`config.mk`:
```
export PLATFORM = sky130hd
export DESIGN_NAME = axis_adc_burst_flat
export DESIGN_NICKNAME = d
export VERILOG_FILES = /design/src/rtl/axis_adc_burst_if.sv /design/src/rtl/axis_adc_burst.sv /design/src/flat_wrapper.sv
export SDC_FILE = /design/constraint.sdc
export NUM_CORES = 1
export LEC_CHECK = 0
export BUFFER_PORTS_ARGS = -buffer_cell sky130_fd_sc_hd__buf_2
export CORE_ASPECT_RATIO = 0.9
export CORE_MARGIN = 3
export CORE_UTILIZATION = 40
export CTS_CLUSTER_DIAMETER = 100
export CTS_CLUSTER_SIZE = 8
export DETAILED_ROUTE_END_ITERATION = 6
export GPL_ROUTABILITY_DRIVEN = 0
export GPL_TIMING_DRIVEN = 0
export PLACE_DENSITY = 0.66
export SETUP_SLACK_MARGIN = 0.1
export SLEW_MARGIN = 5
export SYNTH_ARGS = -nofsm -noshare
export SYNTH_HDL_FRONTEND = slang
export SYNTH_SLANG_ARGS = --single-unit
```
`constraint.sdc`:
```
create_clock -name aclk -period 4.55 [get_ports aclk]
set_input_delay 0.455 -clock aclk [delete_from_list [all_inputs] [get_ports aclk]]
set_output_delay 0.455 -clock aclk [all_outputs]
set_load 0.03 [all_outputs]
```
`src/rtl/axis_adc_burst_if.sv`:
```
// AXI4-Stream bundle used for the one-word config slave and the sample master.
interface axis_adc_burst_if #(
  parameter int WIDTH = 32
);
  logic [WIDTH-1:0] tdata;
  logic             tvalid;
  logic             tready;
  logic             tlast;

  modport master (output tdata, tvalid, tlast, input tready);
  modport slave  (input tdata, tvalid, tlast, output tready);
endinterface

```
`src/rtl/axis_adc_burst.sv`:
```
// SPI ADC burst reader: triggered or continuous frames over NUM_SDI lanes,
// each result emitted on a single-register AXI4-Stream master with TLAST framing.
module axis_adc_burst #(
  parameter int NUM_SDI    = 2,
  parameter int DATA_WIDTH = 32,
  parameter int SCK_DIV    = 1,
  parameter int GAP_CYCLES = 4
) (
  input  logic               aclk,
  input  logic               aresetn,
  input  logic               trigger,
  input  logic [NUM_SDI-1:0] spi_sdi,
  output logic               spi_sdo,
  output logic               spi_csn,
  output logic               spi_sck,
  axis_adc_burst_if.slave    s_axis,
  axis_adc_burst_if.master   m_axis,
  output logic               busy,
  output logic               overrun,
  output logic               trig_miss
);
  localparam int NUM_BITS = DATA_WIDTH / NUM_SDI;
  localparam int BIT_W    = (NUM_BITS > 1)   ? $clog2(NUM_BITS)   : 1;
  localparam int DIV_W    = (SCK_DIV > 1)    ? $clog2(SCK_DIV)    : 1;
  localparam int GAP_W    = (GAP_CYCLES > 1) ? $clog2(GAP_CYCLES) : 1;

  typedef enum logic [1:0] {IDLE, SHIFT, GAP} state_t;
  state_t state_q, state_d;

  logic                  trig_q, ready_q, csn_q, sck_q;
  logic                  tvalid_q, tlast_q, overrun_q, trig_miss_q;
  logic [DIV_W-1:0]      div_cnt;
  logic [BIT_W-1:0]      bit_cnt;
  logic [GAP_W-1:0]      gap_cnt;
  logic [15:0]           cfg_len, frame_cnt;
  logic                  cfg_cont, run_cont;
  logic [DATA_WIDTH-1:0] shift_q, shift_d, tdata_q;
  logic                  start, sck_toggle, sample, last_sample, gap_done, out_free;
  logic                  unused_cfg;

  assign start       = trigger && !trig_q;
  assign sck_toggle  = (state_q == SHIFT) && (div_cnt == DIV_W'(SCK_DIV - 1));
  // Sampling happens on the aclk edge that takes SCK from high to low.
  assign sample      = sck_toggle && sck_q;
  assign last_sample = sample && (bit_cnt == BIT_W'(NUM_BITS - 1));
  assign gap_done    = (state_q == GAP) && (gap_cnt == GAP_W'(GAP_CYCLES - 1));
  assign out_free    = !tvalid_q || m_axis.tready;
  assign shift_d     = (shift_q << NUM_SDI) | DATA_WIDTH'(spi_sdi);
  assign unused_cfg  = ^{s_axis.tdata[31:17], s_axis.tlast};

  always_comb begin
    // NOTE: default assigned first so no path leaves state_d unassigned (no latch).
    state_d = state_q;
    case (state_q)
      IDLE:    if (start) state_d = SHIFT;
      SHIFT:   if (last_sample) state_d = GAP;
      GAP:     if (gap_done) state_d = (frame_cnt != '0 || run_cont) ? SHIFT : IDLE;
      default: state_d = IDLE;
    endcase
  end

  // NOTE: non-blocking assignments so every register sees pre-edge values.
  always_ff @(posedge aclk or negedge aresetn) begin
    if (!aresetn) begin
      state_q     <= IDLE;
      trig_q      <= 1'b0;
      ready_q     <= 1'b0;
      csn_q       <= 1'b1;
      sck_q       <= 1'b0;
      div_cnt     <= '0;
      bit_cnt     <= '0;
      gap_cnt     <= '0;
      shift_q     <= '0;
      cfg_len     <= '0;
      cfg_cont    <= 1'b0;
      frame_cnt   <= '0;
      run_cont    <= 1'b0;
      tvalid_q    <= 1'b0;
      tdata_q     <= '0;
      tlast_q     <= 1'b0;
      overrun_q   <= 1'b0;
      trig_miss_q <= 1'b0;
    end else begin
      state_q <= state_d;
      trig_q  <= trigger;
      ready_q <= 1'b1;
      csn_q   <= (state_d != SHIFT);
      if (sck_toggle) sck_q <= !sck_q;
      div_cnt <= (state_q != SHIFT || sck_toggle) ? '0 : div_cnt + 1'b1;
      gap_cnt <= (state_q != GAP) ? '0 : gap_cnt + 1'b1;

      if (state_q != SHIFT || last_sample) bit_cnt <= '0;
      else if (sample)                     bit_cnt <= bit_cnt + 1'b1;
      if (sample) shift_q <= shift_d;

      if (s_axis.tvalid) begin
        cfg_len  <= s_axis.tdata[15:0];
        cfg_cont <= s_axis.tdata[16];
      end

      // The run's continuous flag is refreshed at each frame end, after TLAST
      // for that frame has been decided from the previous value.
      if (state_q == IDLE && start) begin
        frame_cnt <= cfg_len;
        run_cont  <= cfg_cont;
      end else begin
        if (gap_done && frame_cnt != '0) frame_cnt <= frame_cnt - 1'b1;
        if (last_sample) run_cont <= cfg_cont;
      end

      if (last_sample && out_free) begin
        tvalid_q <= 1'b1;
        tdata_q  <= shift_d;
        tlast_q  <= (frame_cnt == '0) && !run_cont;
      end else if (m_axis.tready) begin
        tvalid_q <= 1'b0;
      end

      // A new event wins over a clear arriving in the same cycle.
      if (last_sample && !out_free)       overrun_q <= 1'b1;
      else if (s_axis.tvalid)             overrun_q <= 1'b0;
      if (start && state_q != IDLE)       trig_miss_q <= 1'b1;
      else if (s_axis.tvalid)             trig_miss_q <= 1'b0;
    end
  end

  assign spi_sdo       = 1'b0;
  assign spi_csn       = csn_q;
  assign spi_sck       = sck_q;
  assign s_axis.tready = ready_q;
  assign m_axis.tdata  = tdata_q;
  assign m_axis.tvalid = tvalid_q;
  assign m_axis.tlast  = tlast_q;
  assign busy          = (state_q != IDLE);
  assign overrun       = overrun_q;
  assign trig_miss     = trig_miss_q;
endmodule

```
`src/flat_wrapper.sv`:
```
// flat-port wrapper written by rule: the top's interface ports become plain ports
module axis_adc_burst_flat 
#(
  parameter int NUM_SDI    = 2,
  parameter int DATA_WIDTH = 32,
  parameter int SCK_DIV    = 1,
  parameter int GAP_CYCLES = 4
)
  (aclk, aresetn, trigger, spi_sdi, spi_sdo, spi_csn, spi_sck, busy, overrun, trig_miss, s_axis_tdata, s_axis_tvalid, s_axis_tlast, s_axis_tready, m_axis_tdata, m_axis_tvalid, m_axis_tlast, m_axis_tready);
  axis_adc_burst_if #(.WIDTH(32)) s_axis_i ();
  axis_adc_burst_if #(.WIDTH(32)) m_axis_i ();
  input  logic aclk;
  input  logic aresetn;
  input  logic trigger;
  input  logic [NUM_SDI-1:0] spi_sdi;
  output logic spi_sdo;
  output logic spi_csn;
  output logic spi_sck;
  output logic busy;
  output logic overrun;
  output logic trig_miss;
  input wire logic [$bits(s_axis_i.tdata)-1:0] s_axis_tdata;
  input wire logic [$bits(s_axis_i.tvalid)-1:0] s_axis_tvalid;
  input wire logic [$bits(s_axis_i.tlast)-1:0] s_axis_tlast;
  output wire logic [$bits(s_axis_i.tready)-1:0] s_axis_tready;
  output wire logic [$bits(m_axis_i.tdata)-1:0] m_axis_tdata;
  output wire logic [$bits(m_axis_i.tvalid)-1:0] m_axis_tvalid;
  output wire logic [$bits(m_axis_i.tlast)-1:0] m_axis_tlast;
  input wire logic [$bits(m_axis_i.tready)-1:0] m_axis_tready;
  assign s_axis_i.tdata = s_axis_tdata;
  assign s_axis_i.tvalid = s_axis_tvalid;
  assign s_axis_i.tlast = s_axis_tlast;
  assign s_axis_tready = s_axis_i.tready;
  assign m_axis_tdata = m_axis_i.tdata;
  assign m_axis_tvalid = m_axis_i.tvalid;
  assign m_axis_tlast = m_axis_i.tlast;
  assign m_axis_i.tready = m_axis_tready;
  axis_adc_burst #(.NUM_SDI(NUM_SDI), .DATA_WIDTH(DATA_WIDTH), .SCK_DIV(SCK_DIV), .GAP_CYCLES(GAP_CYCLES)) u_core (.aclk(aclk), .aresetn(aresetn), .trigger(trigger), .spi_sdi(spi_sdi), .spi_sdo(spi_sdo), .spi_csn(spi_csn), .spi_sck(spi_sck), .s_axis(s_axis_i), .m_axis(m_axis_i), .busy(busy), .overrun(overrun), .trig_miss(trig_miss));
endmodule
```
== Word level (Yosys, flattened, before mapping) ==
Cells that the tools add are included.

* Reduce and logical (&&, ||, !) cells: 30
* Bitwise operators: 2
* Add/sub/neg operators: 4
* Multiplexer cells: 18
* Eq/ne operators: 7

{| class="wikitable"
|+ Operator list
! cell !! number
|-
| 16-bit two-way mux || 2
|-
| 32-bit by 2-bit OR with 32-bit output || 1
|-
| 16-bit zero test || 1
|-
| 16-bit nonzero test || 1
|-
| 16-bit by 1-bit subtractor with 16-bit output, second input constant || 1
|-
| 2-bit nonzero test || 7
|-
| 1-bit logical AND || 11
|-
| 1-bit two-way mux || 9
|-
| 2-bit two-way mux || 4
|-
| 4-bit two-way mux || 2
|-
| 2-bit one-hot mux with 3 select lines || 1
|-
| 1-bit zero test || 5
|-
| 4-bit by 1-bit adder with 4-bit output, second input constant || 1
|-
| 2-bit == test, second input constant || 2
|-
| 4-bit == test, second input constant || 1
|-
| 1-bit logical OR || 4
|-
| 2-bit by 1-bit != test with 1-bit output, second input constant || 2
|-
| 2-bit by 1-bit adder with 2-bit output, second input constant || 1
|-
| 2-bit by 1-bit == test with 1-bit output, second input constant || 1
|-
| 2-bit zero test || 1
|-
| 2-bit != test, second input constant || 1
|-
| 1-bit adder, second input constant || 1
|-
| 1-bit inverter || 1
|}

* Flip-flop bits (word level): 113
* Input port bits: 40
* Output and inout port bits: 41
* Word-level logic and storage cells: 79

== Depth between registers and ports, before layout ==
Gate-level depths: netlist of the first run.

* Depth after elaboration: 7
* Gate-level depth with buffers: 7
* Gate-level depth less buffers: 7

== Least setup slack after synthesis of the first run ==
OpenSTA, ideal clock, no wires.

* Path kind: register to register
* Start point: reg u_core.frame_cnt[0]
* End point: reg u_core.frame_cnt[13]
* Required time: 4.424 ns
* Period minus slack after synthesis: 2.364 ns
* Arrival: 2.238 ns
* Slack: 2.186 ns
* Cell stages (with the launch flop): 8
* Path buffers: 0
* Setup time: 0.126 ns
* Cells stage by stage: dfrtp_1 > inv_1 > ha_1 > or4b_2 > or4_4 > nand2_8 > o21ai_1 > a221o_1

* Longest elaborated chain between the ends: 3
* Elaborated cells between the ends (all ways): 6
* Those cells by class: add/sub: 1; mux: 2; reduce/logical: 3

{| class="wikitable"
|+ RTL lines
! what !! RTL line !! RTL
|-
| from (decl) || axis_adc_burst.sv:35 || <nowiki>logic [15:0] cfg_len, frame_cnt;</nowiki>
|-
| from (signal assigned) || axis_adc_burst.sv:104 || <nowiki>frame_cnt <= cfg_len;</nowiki>
|-
| from (signal assigned) || axis_adc_burst.sv:107 || <nowiki>if (gap_done && frame_cnt != '0) frame_cnt <= frame_cnt - 1'b1;</nowiki>
|-
| 16-bit by 1-bit subtractor with 16-bit output or 16-bit nonzero test (tied branches) || axis_adc_burst.sv:107 ||
|-
| 16-bit two-way mux or 1-bit logical AND (tied branches) || axis_adc_burst.sv:107 ||
|-
| 16-bit two-way mux or 2-bit nonzero test (tied branches) || - ||
|}

Parallel ways exist; a longest one is shown, timed or not. The select of a mux whose other input is x is not followed.
A chain may end at the register's enable or synchronous reset.

== Worst setup path in the final report of the first run ==
* Start point: reg u_core.state_q[1]
* End point: reg u_core.tdata_q[8] (netlist: u_core.m_axis.tdata[8])

* Longest elaborated chain between the ends: 5

{| class="wikitable"
|+ RTL lines
! what !! RTL line !! RTL
|-
| from (decl) || axis_adc_burst.sv:28 || <nowiki>state_t state_q, state_d;</nowiki>
|-
| from (signal assigned) || axis_adc_burst.sv:84 || <nowiki>state_q <= state_d;</nowiki>
|-
| 2-bit by 1-bit == test with 1-bit output || axis_adc_burst.sv:42 || <nowiki>assign sck_toggle = (state_q == SHIFT) && (div_cnt == DIV_W'(SCK_DIV - 1));</nowiki>
|-
| 1-bit logical AND || axis_adc_burst.sv:42 ||
|-
| 1-bit logical AND || axis_adc_burst.sv:44 || <nowiki>assign sample = sck_toggle && sck_q;</nowiki>
|-
| 1-bit logical AND || axis_adc_burst.sv:45 || <nowiki>assign last_sample = sample && (bit_cnt == BIT_W'(NUM_BITS - 1));</nowiki>
|-
| 1-bit logical AND || axis_adc_burst.sv:111 || <nowiki>if (last_sample && out_free) begin</nowiki>
|-
| to (signal assigned) || axis_adc_burst.sv:113 || <nowiki>tdata_q <= shift_d;</nowiki>
|-
| to (decl) || axis_adc_burst.sv:37 || <nowiki>logic [DATA_WIDTH-1:0] shift_q, shift_d, tdata_q;</nowiki>
|}

No other way between the ends.

==> metrics.md, run 1 <==
| Metric | Value |
|---|---|
| Status | `finished with violations` |
| Failing checks | `hold timing` |
| Top FF cell, synth | `dfrtp_1` |
| Yosys reg bits | `113` |
| Crit path kind | `flop to flop` |
| FMAX | `0.3724 GHz` |
| CP required | `4850 ps` |
| Most common cell on crit path | `buf_2` |
| CTS tree | `yes` |
| IO Count | `81` |
| Pin count of the biggest net entering global routing | `59` |
| Nets@finish | `470` |
| Clock share of power | `42.9%` |
| Power Density | `543.4 nW/µm²` |
| P_leak | `2.802 nW` |
| Worst Hold Class | `primary input to asynchronous set/reset pin` |
| RSZ-0062 raised after global routing | `false` |
| Worst Skew | `12.13 ps` |
| CP Launch Type | `flop` |
| CTS clk-pin slew, worst paths | `60 ps` |
| Antenna diodes | `0` |
| CTS HTree Levels | `4` |
| Max Slew Vio Count | `0` |
| WL per Instance | `15.68 µm` |
| Initial Util | `41.94%` |
| Sw frac | `26.86%` |
| Fin crit share | `59.02%` |
| Num CTS Buffers | `17` |
| Worst EP arrival | `2980 ps` |
| Max-Cap Viols | `0` |
| CTS max path bufs | `2` |
| Area grow syn2layout | `24.56%` |
| CTS sink count | `113` |
| Die area | `13000 µm²` |
| Via Count | `2904` |
| Via density | `4.914` |
| Sequential share of power | `43.3%` |
| Post-Syn Area | `4666 µm²` |
| CTS resizes | `0` |
| Antenna violations before repair | `0` |
| Mapped Cells | `343` |
| Comb power frac | `13.8%` |
| Share of layout cells above drive strength 1 | `42.82%` |
| Initial DRT Pass Iterations | `5` |
| Setup Viol. Count Final | `0` |
| GR Util All Layers | `15.72%` |
| PnR Total Power | `3.158 mW` |
| Vias in the first global route | `3012` |
| Slowest stage delay, CP | `520 ps` |
| Die Y-Extent | `108.5 µm` |
| Worst VDD drop | `0.3379 mV` |
| Fin. Hold Viols | `5` |
| Syn avg cell area | `13.60 µm²` |
| Int Power | `2.310 mW` |
| CTS root buf | `clkbuf_16` |
| Crit path time final | `2686 ps` |
| Worst Setup SP | `u_core.state_q[1]$_DFF_PN0_` |
| Core area | `11130 µm²` |
| Hold_buf cts | `0` |
| Crit-path max FO | `10` |
| Sequential area share after synthesis | `60.63%` |
| Min Hold Slack | `-6.778 ps` |
| DRT iter0 DRCs | `131` |
| Reg2reg start | `u_core.state_q[1]$_DFF_PN0_` |
| Crit path max-delay cell type | `nor3b_2` |
| Post-route ant nets | `0` |
| Grt ovf | `0` |
| Remaining DRCs | `0` |
| HPWL after DPL | `6.266 mm` |
| Skew-Pair Late Insertion Delay | `420 ps` |
| Die Wd | `119.8 µm` |
| Setup tns final | `0 ps` |
| Synth cell types | `54` |
| Async SR Flop Fraction | `100.0%` |
| Post-synth EDFFs | `0` |
| Num rows | `36` |
| Drt total wl | `9.265 mm` |
| IO buf count | `62` |
| First-pass GRT wire length | `15.66 mm` |
| Switch Pwr | `0.8482 mW` |
| Postcts setup bufs | `0` |
| Synth Warn # | `0` |
| CP Capture Type | `flop` |
| Cell Chain, Critical Path | `nand2b_1 -> nor3b_2 -> nand4_1 -> nor2b_1 -> buf_2 -> buf_2 -> mux2_2` |
| Worst slew pin tran | `979.2 ps` |
| Slew HR | `34.22%` |
[power by group through the flow]
stage	sequential (mW)	clock [mW]	combinational, mW
6_report	1.37	1.36	0.435
5_1_grt	1.40	1.43	0.485
4_1_cts	1.37	1.39	0.442
3_5_place_dp	1.38	0	0.437
3_3_place_gp	1.37	0	0.413
2_1_floorplan	1.34	0	0.324
[metrics by stage]
step           utilization (%)  std cells  worst slack [ps]  hold slack (ps)  instance area (µm²)
2_1_floorplan                -        344              2186            159.4                 4669
3_3_place_gp             46.47        558              1699            420.1                 5170
3_5_place_dp             46.77        559              1775            431.4                 5204
4_1_cts                  52.24        591              1781            10.78                 5812
5_1_grt                  52.24        591              1556            32.10                 5812
6_report                 52.24        591              1864           -6.778                 5812
[worst max-delay path: cells and delay by family (launching register included)]
| kind | cells | cell delay (ps) |
|---|---|---|
| mux | 1 | 370 |
| simple gates | 4 | 1300 |
| flops | 1 | 420 |
| buf+inv | 2 | 460 |
[final cells by class]
| type | count | area [µm²] |
|---|---|---|
| buffer | 14 | 68.82 |
| clock buffer | 18 | 429.2 |
| clock inverter | 14 | 178.9 |
| fill | 996 | 5314 |
| inverter | 8 | 30.03 |
| multi-input combinational | 209 | 1742 |
| sequential | 113 | 2829 |
| tap | 152 | 190.2 |
| timing repair buffer | 63 | 344.1 |
[path summary, 6_finish.rpt]
path | depth (start not counted) | slack, ps | end
max in group asynchronous | 2 | 3890 | u_core.shift_q[29]$_DFFE_PN0P_
worst min-delay path | 1 | -7 | u_core.cfg_len[0]$_DFFE_PN0P_
min in group aclk | 1 | 160 | u_core.trig_q$_DFF_PN0_
worst min register to register | 1 | 440 | u_core.gap_cnt[0]$_DFF_PN0_
worst max-delay path | 7 | 1860 | u_core.m_axis.tdata[8]$_DFFE_PN0P_
worst max register to register | 7 | 1860 | u_core.m_axis.tdata[8]$_DFFE_PN0P_
[cell families after synthesis]
| family | count (synthesis) | share of synthesized area [%] |
|---|---|---|
| AO/OA/AOI/OAI | 39 | 5.578 |
| other | 2 | 0.1610 |
| flip-flops | 113 | 60.63 |
| multiplexers | 82 | 19.76 |
| adder cells (fa/ha/maj) | 4 | 1.073 |
| AND/OR/NAND/NOR | 75 | 9.547 |
| XOR/XNOR | 6 | 1.127 |
| buffers and inverters | 22 | 2.119 |
[synth_stat cells, drive strengths merged (2+ instances only)]
cell type	count	area share, %
nand4	2	0.27
nand3	3	0.43
xor2	3	0.56
o21ai	16	1.8
buf	8	0.99
mux2	81	20
ha	4	1.1
nor2	17	1.4
nor2b	2	0.27
or2	2	0.27
nor4	7	1.3
dfrtp	112	60
or4	4	0.72
a221o	3	0.64
a21oi	5	0.62
inv	8	0.64
nand2	14	1.5
nand2b	5	0.67
o311ai	3	0.56
nor3	9	0.97
clkbuf	6	0.48
conb	2	0.16
o22ai	3	0.40
xnor2	3	0.56
a21o	3	0.48
or3	4	0.64
[cell usage in the layout, fill, tap and decap left out, types with 2 or more instances in the layout]
master	n
a21o_1	3
a21oi_1	4
a221o_1	3
buf_1	2
buf_2	65
buf_6	2
bufinv_16	3
clkbuf_1	7
clkbuf_16	17
clkinv_4	3
clkinvlp_4	3
conb_1	3
dfrtp_1	112
ha_1	4
inv_1	8
inv_6	4
mux2_1	5
mux2_2	76
nand2_1	13
nand2b_1	5
nand3_1	2
nand4_1	2
nor2_1	17
nor2b_1	2
nor3_1	9
nor4_1	6
o21ai_0	5
o21ai_1	10
o22ai_1	3
o311ai_1	2
or3_1	3
or4_1	3
xnor2_1	3
xor2_1	3
[routing by layer]
metal	vias to the layer above	wire length, µm	part of all wire (%)	global-route usage, %
met3	10	414	4.5	5.596
met4	0	107	1.2	6.787
met1	1438	4283	46	20.26
li1	1401	-	-	-
met5	-	0	0	0
met2	55	4459	48	24.15
[state kept, by name (all words and copies together) (netlist names), 2 cells and up]
name	flops
u_core.frame_cnt	16
u_core.bit_cnt	4
u_core.gap_cnt	2
u_core.shift_q	30
u_core.state_q	2
u_core.cfg_len	16
u_core.m_axis.tdata	32
Note: power is estimated with default switching activity, not from simulation.
==> run 2, diff against run 1 <==
==> constraint.sdc (replaced) <==
create_clock -name aclk -period 2.75 [get_ports aclk]
set_input_delay 0.275 -clock aclk [delete_from_list [all_inputs] [get_ports aclk]]
set_output_delay 0.275 -clock aclk [all_outputs]
set_load 0.03 [all_outputs]
==> metrics.md, run 2 (same netlist as run 1, synthesis figures left out) <==
| Metric | Value |
|---|---|
| Vias in the first global route | `3043 (was 3012)` |
| Max-Cap Viols | `0 (unchanged)` |
| Commonest non-fill, non-tap cells in the layout | `112 x dfrtp_1, 76 x mux2_2, 65 x buf_2 (unchanged)` |
| Dpl cells | `559 (unchanged)` |
| Initial Util | `41.94% (unchanged)` |
| Worst Skew | `11.02 ps (was 12.13 ps)` |
| CTS root buf | `clkbuf_16 (unchanged)` |
| CTS clk-pin slew, worst paths | `60 ps (about the same)` |
| Crit-path max FO | `10 (unchanged)` |
| Pin count of the biggest net entering global routing | `59 (unchanged)` |
| Min Hold Slack | `88.34 ps (was -6.778 ps)` |
| Internal reg-to-reg setup slack | `310 ps (was 1860 ps)` |
| Worst VDD drop | `0.5589 mV (was 0.3379 mV)` |
| Max Slew Vio Count | `0 (unchanged)` |
| Share of layout cells above drive strength 1 | `42.76% (was 42.82%)` |
| Area grow syn2layout | `25.53% (was 24.56%)` |
| WL per Instance | `15.57 µm (was 15.68 µm)` |
| Die Y-Extent | `108.5 µm (unchanged)` |
| Via density | `4.906 (was 4.914)` |
| Core area | `11130 µm² (unchanged)` |
| Power Density | `893.2 nW/µm² (was 543.4 nW/µm²)` |
| Post-DP Area | `5204 µm² (unchanged)` |
| CP Capture Type | `flop (unchanged)` |
| Hold Crit Start | `s_axis_tdata[5]` |
| Initial DRT Pass Iterations | `4 (was 5)` |
| Setup Viol. Count Final | `0 (unchanged)` |
| Fin. Hold Viols | `0 (was 5)` |
| Drt total wl | `9.251 mm (was 9.265 mm)` |
| Num CTS Buffers | `17 (unchanged)` |
| Hold depth | `2` |
| GR Util All Layers | `15.80% (was 15.72%)` |
| Max FFs per register | `32 (unchanged)` |
| Commonest non-fill, non-tap cell in the layout | `dfrtp_1 (unchanged)` |
| CTS sink count | `113 (unchanged)` |
| Worst slew pin tran | `1091 ps (was 979.2 ps)` |
| Num rows | `36 (unchanged)` |
| Worst EP arrival | `2730 ps (was 2980 ps)` |
| Final non-filler cell total | `594 (was 591)` |
| Skew-Pair Late Insertion Delay | `410 ps (was 420 ps)` |
| Antenna violations before repair | `0 (unchanged)` |
| HPWL after DPL | `6.266 mm (unchanged)` |
| Via Count | `2914 (was 2904)` |
| CTS HTree Levels | `4 (unchanged)` |
| Remaining DRCs | `0 (unchanged)` |
| Nets@finish | `473 (was 470)` |
| Status | `finished, final reports clean (was finished with violations)` |
| Slew HR | `26.69% (was 34.22%)` |
| FF-to-FF End | `u_core.frame_cnt[13]$_DFFE_PN0P_ (was u_core.m_axis.tdata[8]$_DFFE_PN0P_)` |
| Post-route ant nets | `0 (unchanged)` |
| Worst Hold Class | `primary input to flop (was primary input to asynchronous set/reset pin)` |
| Crit path time final | `2441 ps (was 2686 ps)` |
| Hold Path End | `u_core.cfg_len[5]$_DFFE_PN0P_` |
| Fin crit share | `88.78% (was 59.02%)` |
| IO buf count | `62 (unchanged)` |
| Antenna diodes | `0 (unchanged)` |
| Die area | `13000 µm² (unchanged)` |
| IO Count | `81 (unchanged)` |
| RSZ-0062 raised after global routing | `false (unchanged)` |
| Crit path kind | `flop to flop (unchanged)` |
| Reg2reg start | `u_core.frame_cnt[8]$_DFFE_PN0P_ (was u_core.state_q[1]$_DFF_PN0_)` |
| CP Launch Type | `flop (unchanged)` |
| CTS max path bufs | `2 (unchanged)` |
| Final WS setup | `308.6 ps (was 1864 ps)` |
| Reg2Reg Depth | `5 (was 7)` |
| Die Wd | `119.8 µm (unchanged)` |
| DRT iter0 DRCs | `121 (was 131)` |
| CP required | `3040 ps (was 4850 ps)` |
| P_leak | `2.820 nW (was 2.802 nW)` |
| Grt ovf | `0 (unchanged)` |
| Post-Layout Inst Area | `5857 µm² (was 5812 µm²)` |
| CTS tree | `yes (unchanged)` |
| Dpl ws | `-25.37 ps (was 1775 ps)` |
| First-pass GRT wire length | `15.74 mm (was 15.66 mm)` |
| FMAX | `0.4096 GHz (was 0.3724 GHz)` |
[run 2: area by class of cell]
cell class / instances / area, µm²
clock inverter: 14 / 178.9
fill: 993 / 5269
tap: 152 / 190.2
multi-input combinational: 209 / 1759
sequential: 113 / 2829
clock buffer: 18 / 429.2
inverter: 8 / 30.03
timing repair buffer: 66 / 371.6
buffer: 14 / 68.82
[run 2: worst max path at each step]
stage / from / to / slack, ps / cells past startpoint
global route: u_core.state_q[1]$_DFF_PN0_ / u_core.m_axis.tdata[6]$_DFFE_PN0P_ / 120 / 7
finish: u_core.frame_cnt[8]$_DFFE_PN0P_ / u_core.frame_cnt[13]$_DFFE_PN0P_ / 310 / 5
CTS: u_core.state_q[1]$_DFF_PN0_ / u_core.m_axis.tdata[8]$_DFFE_PN0P_ / 100 / 7
floorplan: u_core.frame_cnt[0]$_DFFE_PN0P_ / u_core.frame_cnt[13]$_DFFE_PN0P_ / 390 / 7
global placement: u_core.state_q[1]$_DFF_PN0_ / u_core.m_axis.tdata[9]$_DFFE_PN0P_ / 7 / 7
detailed placement: u_core.state_q[1]$_DFF_PN0_ / u_core.m_axis.tdata[8]$_DFFE_PN0P_ / -30 / 7
[run 2: power by group]
| group | switching (mW) | total (mW) | leakage, nW | internal, mW |
|---|---|---|---|---|
| clock network | 0.801 | 2.24 | 0.288 | 1.44 |
| registers | 0.267 | 2.27 | 1.45 | 2.00 |
| logic | 0.334 | 0.728 | 1.08 | 0.394 |
| total | 1.40 | 5.23 | 2.82 | 3.83 |
[run 2: repair_timing]
action | CTS | global route
endpoints found under the hold margin | 55 | 0
setup buffers | 0 | 1
endpoints found under the setup margin | 30 | 36
hold buffers | 2 | 0
gates resized for setup | 1 | 2
pin swaps | 0 | 2
[run 2: metrics by stage]
| stage | utilization, % | setup TNS (ps) | total power, mW |
|---|---|---|---|
| CTS | 52.47 | 0 | 5.300 |
| global placement | 46.47 | 0 | 2.951 |
| global route | 52.64 | 0 | 5.501 |
| floorplan | - | 0 | 2.760 |
| detailed placement | 46.77 | -95.85 | 3.008 |
| finish | 52.64 | 0 | 5.231 |
[run 2: critical path, stage by stage, from the launching register on]
cell and delay [ps]:
dfrtp_1 440, or4_1 690, or4_4 650, nand2_8 140, o21ai_1 80, a221o_1 320
[run 2: per-layer routing]
metal,GRT usage [%],up-vias,part of all wire [%]
li1,-,1409,-
met1,20.29,1446,46
met2,24.40,51,49
met3,5.596,8,4.0
met4,6.787,0,0.98
met5,0,-,0
==> run 3, diff against run 2 <==
--- a/config.mk
+++ b/config.mk
@@ -5,6 +5,7 @@
 export SDC_FILE = /design/constraint.sdc
 export NUM_CORES = 1
 export LEC_CHECK = 0
+export ABC_AREA = 1
 export BUFFER_PORTS_ARGS = -buffer_cell sky130_fd_sc_hd__buf_2
 export CORE_ASPECT_RATIO = 0.9
 export CORE_MARGIN = 3
==> metrics.md, run 3 <==
| Metric | Value |
|---|---|
| Status | `finished, final reports clean (unchanged)` |
| CP Launch Type | `flop (unchanged)` |
| Worst Setup SP | `u_core.frame_cnt[5]$_DFFE_PN0P_ (was u_core.frame_cnt[8]$_DFFE_PN0P_)` |
| HPWL after DPL | `7.512 mm (was 6.266 mm)` |
| CTS root buf | `clkbuf_16 (unchanged)` |
| Via Count | `3858 (was 2914)` |
| Most common cell in the netlist | `nand2_1 (was dfrtp_1)` |
| Core area | `11710 µm² (was 11130 µm²)` |
| Post-route ant nets | `0 (unchanged)` |
| Fin. Hold Viols | `0 (unchanged)` |
| CP required | `3040 ps (about the same)` |
| Die Y-Extent | `111.2 µm (was 108.5 µm)` |
| IO Count | `81 (unchanged)` |
| GR Util All Layers | `17.20% (was 15.80%)` |
| Grt ovf | `0 (unchanged)` |
| Max FFs per register | `32 (unchanged)` |
| Drt total wl | `10.88 mm (was 9.251 mm)` |
| Reg2Reg Depth | `8 (was 5)` |
| RSZ-0062 raised after global routing | `false (unchanged)` |
| Syn avg cell area | `9.089 µm² (was 13.60 µm²)` |
| FMAX | `0.5814 GHz (was 0.4096 GHz)` |
| DRT iter0 DRCs | `172 (was 121)` |
| Post-Syn Area | `4917 µm² (was 4666 µm²)` |
| Post-synth EDFFs | `0 (unchanged)` |
| FF-to-FF End | `u_core.frame_cnt[9]$_DFFE_PN0P_ (was u_core.frame_cnt[13]$_DFFE_PN0P_)` |
| Initial DRT Pass Iterations | `5 (was 4)` |
| Yosys reg bits | `113 (unchanged)` |
| Top FF cell, synth | `dfrtp_1 (unchanged)` |
| Area leader, netlist | `dfrtp_1 (unchanged)` |
| Skew-Pair Late Insertion Delay | `410 ps (about the same)` |
| Pin count of the biggest net entering global routing | `92 (was 59)` |
| Area grow syn2layout | `23.56% (was 25.53%)` |
| CTS sink count | `113 (unchanged)` |
| Max-Cap Viols | `0 (unchanged)` |
| Hold Path End | `u_core.cfg_len[2]$_DFFE_PN0P_ (was u_core.cfg_len[5]$_DFFE_PN0P_)` |
| Worst Skew | `8.584 ps (was 11.02 ps)` |
| Worst EP arrival | `2010 ps (was 2730 ps)` |
| Die area | `13660 µm² (was 13000 µm²)` |
| Antenna violations before repair | `0 (unchanged)` |
| Dpl cells | `762 (was 559)` |
| Setup Viol. Count Final | `0 (unchanged)` |
| Initial Util | `41.98% (was 41.94%)` |
| Via density | `4.847 (was 4.906)` |
| Nets@finish | `671 (was 473)` |
| CP Capture Type | `flop (unchanged)` |
| Max Slew Vio Count | `0 (unchanged)` |
| Reg2reg start | `u_core.frame_cnt[5]$_DFFE_PN0P_ (was u_core.frame_cnt[8]$_DFFE_PN0P_)` |
| Mapped Cells | `541 (was 343)` |
| Commonest non-fill, non-tap cells in the layout | `156 x nand2_1, 112 x dfrtp_1, 66 x buf_2 (was 112 x dfrtp_1, 76 x mux2_2, 65 x buf_2)` |
| CTS clk-pin slew, worst paths | `60 ps (about the same)` |
| Num rows | `37 (was 36)` |
| Synth Warn # | `0 (unchanged)` |
| Setup tns final | `0 ps (unchanged)` |
| P_leak | `3.018 nW (was 2.820 nW)` |
| Final Core Density | `51.87% (was 52.64%)` |
| Synth cell types | `31 (was 54)` |
| Async SR Flop Fraction | `100.0% (unchanged)` |
| Crit-path max FO | `7 (was 10)` |
| Final non-filler cell total | `796 (was 594)` |
| Fin crit share | `62.55% (was 88.78%)` |
| Share of layout cells above drive strength 1 | `22.81% (was 42.76%)` |
| Worst Hold Class | `primary input to flop (unchanged)` |
| Slew HR | `60.90% (was 26.69%)` |
| Num CTS Buffers | `17 (unchanged)` |
| Top cells by area, synth | `dfrtp_1 57%, nand2_1 12%, o21ai_0 5.1% (was dfrtp_1 60%, mux2_2 18%, nor2_1 1.4%)` |
| CTS max path bufs | `2 (unchanged)` |
| CTS resizes | `0 (was 1)` |
| Most frequent cells after synthesis | `156 x nand2_1, 112 x dfrtp_1, 61 x inv_1 (was 112 x dfrtp_1, 76 x mux2_2, 17 x nor2_1)` |
| CTS HTree Levels | `4 (unchanged)` |
| PnR Total Power | `5.965 mW (was 5.231 mW)` |
| CTS tree | `yes (unchanged)` |
| Synth top area share | `57.00% (was 60.07%)` |
| Crit path kind | `flop to flop (unchanged)` |
| Power Density | `981.7 nW/µm² (was 893.2 nW/µm²)` |
| Die Wd | `122.9 µm (was 119.8 µm)` |
| IO buf count | `63 (was 62)` |
| Remaining DRCs | `0 (unchanged)` |
| Commonest non-fill, non-tap cell in the layout | `nand2_1 (was dfrtp_1)` |
| Hold_buf cts | `2 (unchanged)` |
| Internal reg-to-reg setup slack | `1030 ps (was 310 ps)` |
| Worst slew pin tran | `586.5 ps (was 1091 ps)` |
| First-pass GRT wire length | `18.70 mm (was 15.74 mm)` |
| Postcts setup bufs | `0 (unchanged)` |
| Vias in the first global route | `3933 (was 3043)` |
| WL per Instance | `13.67 µm (was 15.57 µm)` |
| Sequential area share after synthesis | `57.53% (was 60.63%)` |
| Hold depth | `3 (was 2)` |
| Crit path time final | `1720 ps (was 2441 ps)` |
| Antenna diodes | `0 (unchanged)` |
| Worst VDD drop | `0.5622 mV (was 0.5589 mV)` |
| Hold Crit Start | `s_axis_tdata[2] (was s_axis_tdata[5])` |
-- run 3: cell types whose count changed after synthesis, moves of 11 or more --
cell     previous run  this run
nand2_1            13       156
mux2_2             76        14
inv_1               8        61
o21ai_0             5        50
nand3_1             2        40
o21ai_2             1        12
-- run 3: how the worst max path moves through the flow --
stage,end
floorplan,u_core.m_axis.tdata[23]$_DFFE_PN0P_
global placement,u_core.m_axis.tdata[7]$_DFFE_PN0P_
detailed placement,u_core.frame_cnt[8]$_DFFE_PN0P_
CTS,u_core.frame_cnt[9]$_DFFE_PN0P_
global route,u_core.frame_cnt[9]$_DFFE_PN0P_
finish,u_core.frame_cnt[9]$_DFFE_PN0P_
-- run 3: cells by family (layout without fill, tap and decap cells) --
| group | count (synthesis) | count (layout) | share of synthesized area (%) |
|---|---|---|---|
| XOR/XNOR | 5 | 5 | 0.8905 |
| flip-flops | 113 | 113 | 57.53 |
| multiplexers | 14 | 14 | 3.206 |
| other | 2 | 3 | 0.1527 |
| AO/OA/AOI/OAI | 84 | 84 | 9.542 |
| buffers and inverters | 85 | 183 | 7.837 |
| adder cells (fa/ha/maj) | 4 | 4 | 1.018 |
| AND/OR/NAND/NOR | 234 | 234 | 19.82 |
-- run 3: where the power goes --
| group | internal, mW | switching (mW) | leakage (nW) |
|---|---|---|---|
| clock network | 1.37 | 0.817 | 0.276 |
| registers | 2.08 | 0.297 | 1.46 |
| logic | 0.476 | 0.930 | 1.29 |
-- run 3: per-stage QoR --
stage,cell area [µm²],setup slack [ps],hold slack (ps)
final,6076,1030,81.53
after global routing,6076,888.5,86.10
after CTS,6076,1092,76.70
after detailed placement,5465,1123,146.4
after global placement,5431,93.99,403.4
after floorplan,4921,1321,-20.59
-- run 3: worst max-delay path: stages, from the launching register on --
cell and delay, ps:
dfrtp_1 420, nor2_1 280, nand2_1 140, nor2_1 350, nand2_1 120, nand2_1 90
nand2_1 60, nand2_1 60, nand3_1 70
-- run 3: cell type report --
| cell class | count | area, µm² |
|---|---|---|
| fill | 1035 | 5637 |
| sequential | 113 | 2829 |
| multi-input combinational | 344 | 1707 |
| clock buffer | 18 | 439.2 |
| timing repair buffer | 66 | 369.1 |
| inverter | 64 | 245.2 |
| tap | 156 | 195.2 |
| clock inverter | 14 | 151.4 |
| buffer | 21 | 140.1 |
-- run 3: metal layers --
layer / part of all wire [%] / global-route usage [%]
met1: 47 / 22.99
met2: 47 / 27.07
met5: 0 / 0
met3: 4.8 / 4.592
met4: 1.2 / 5.672
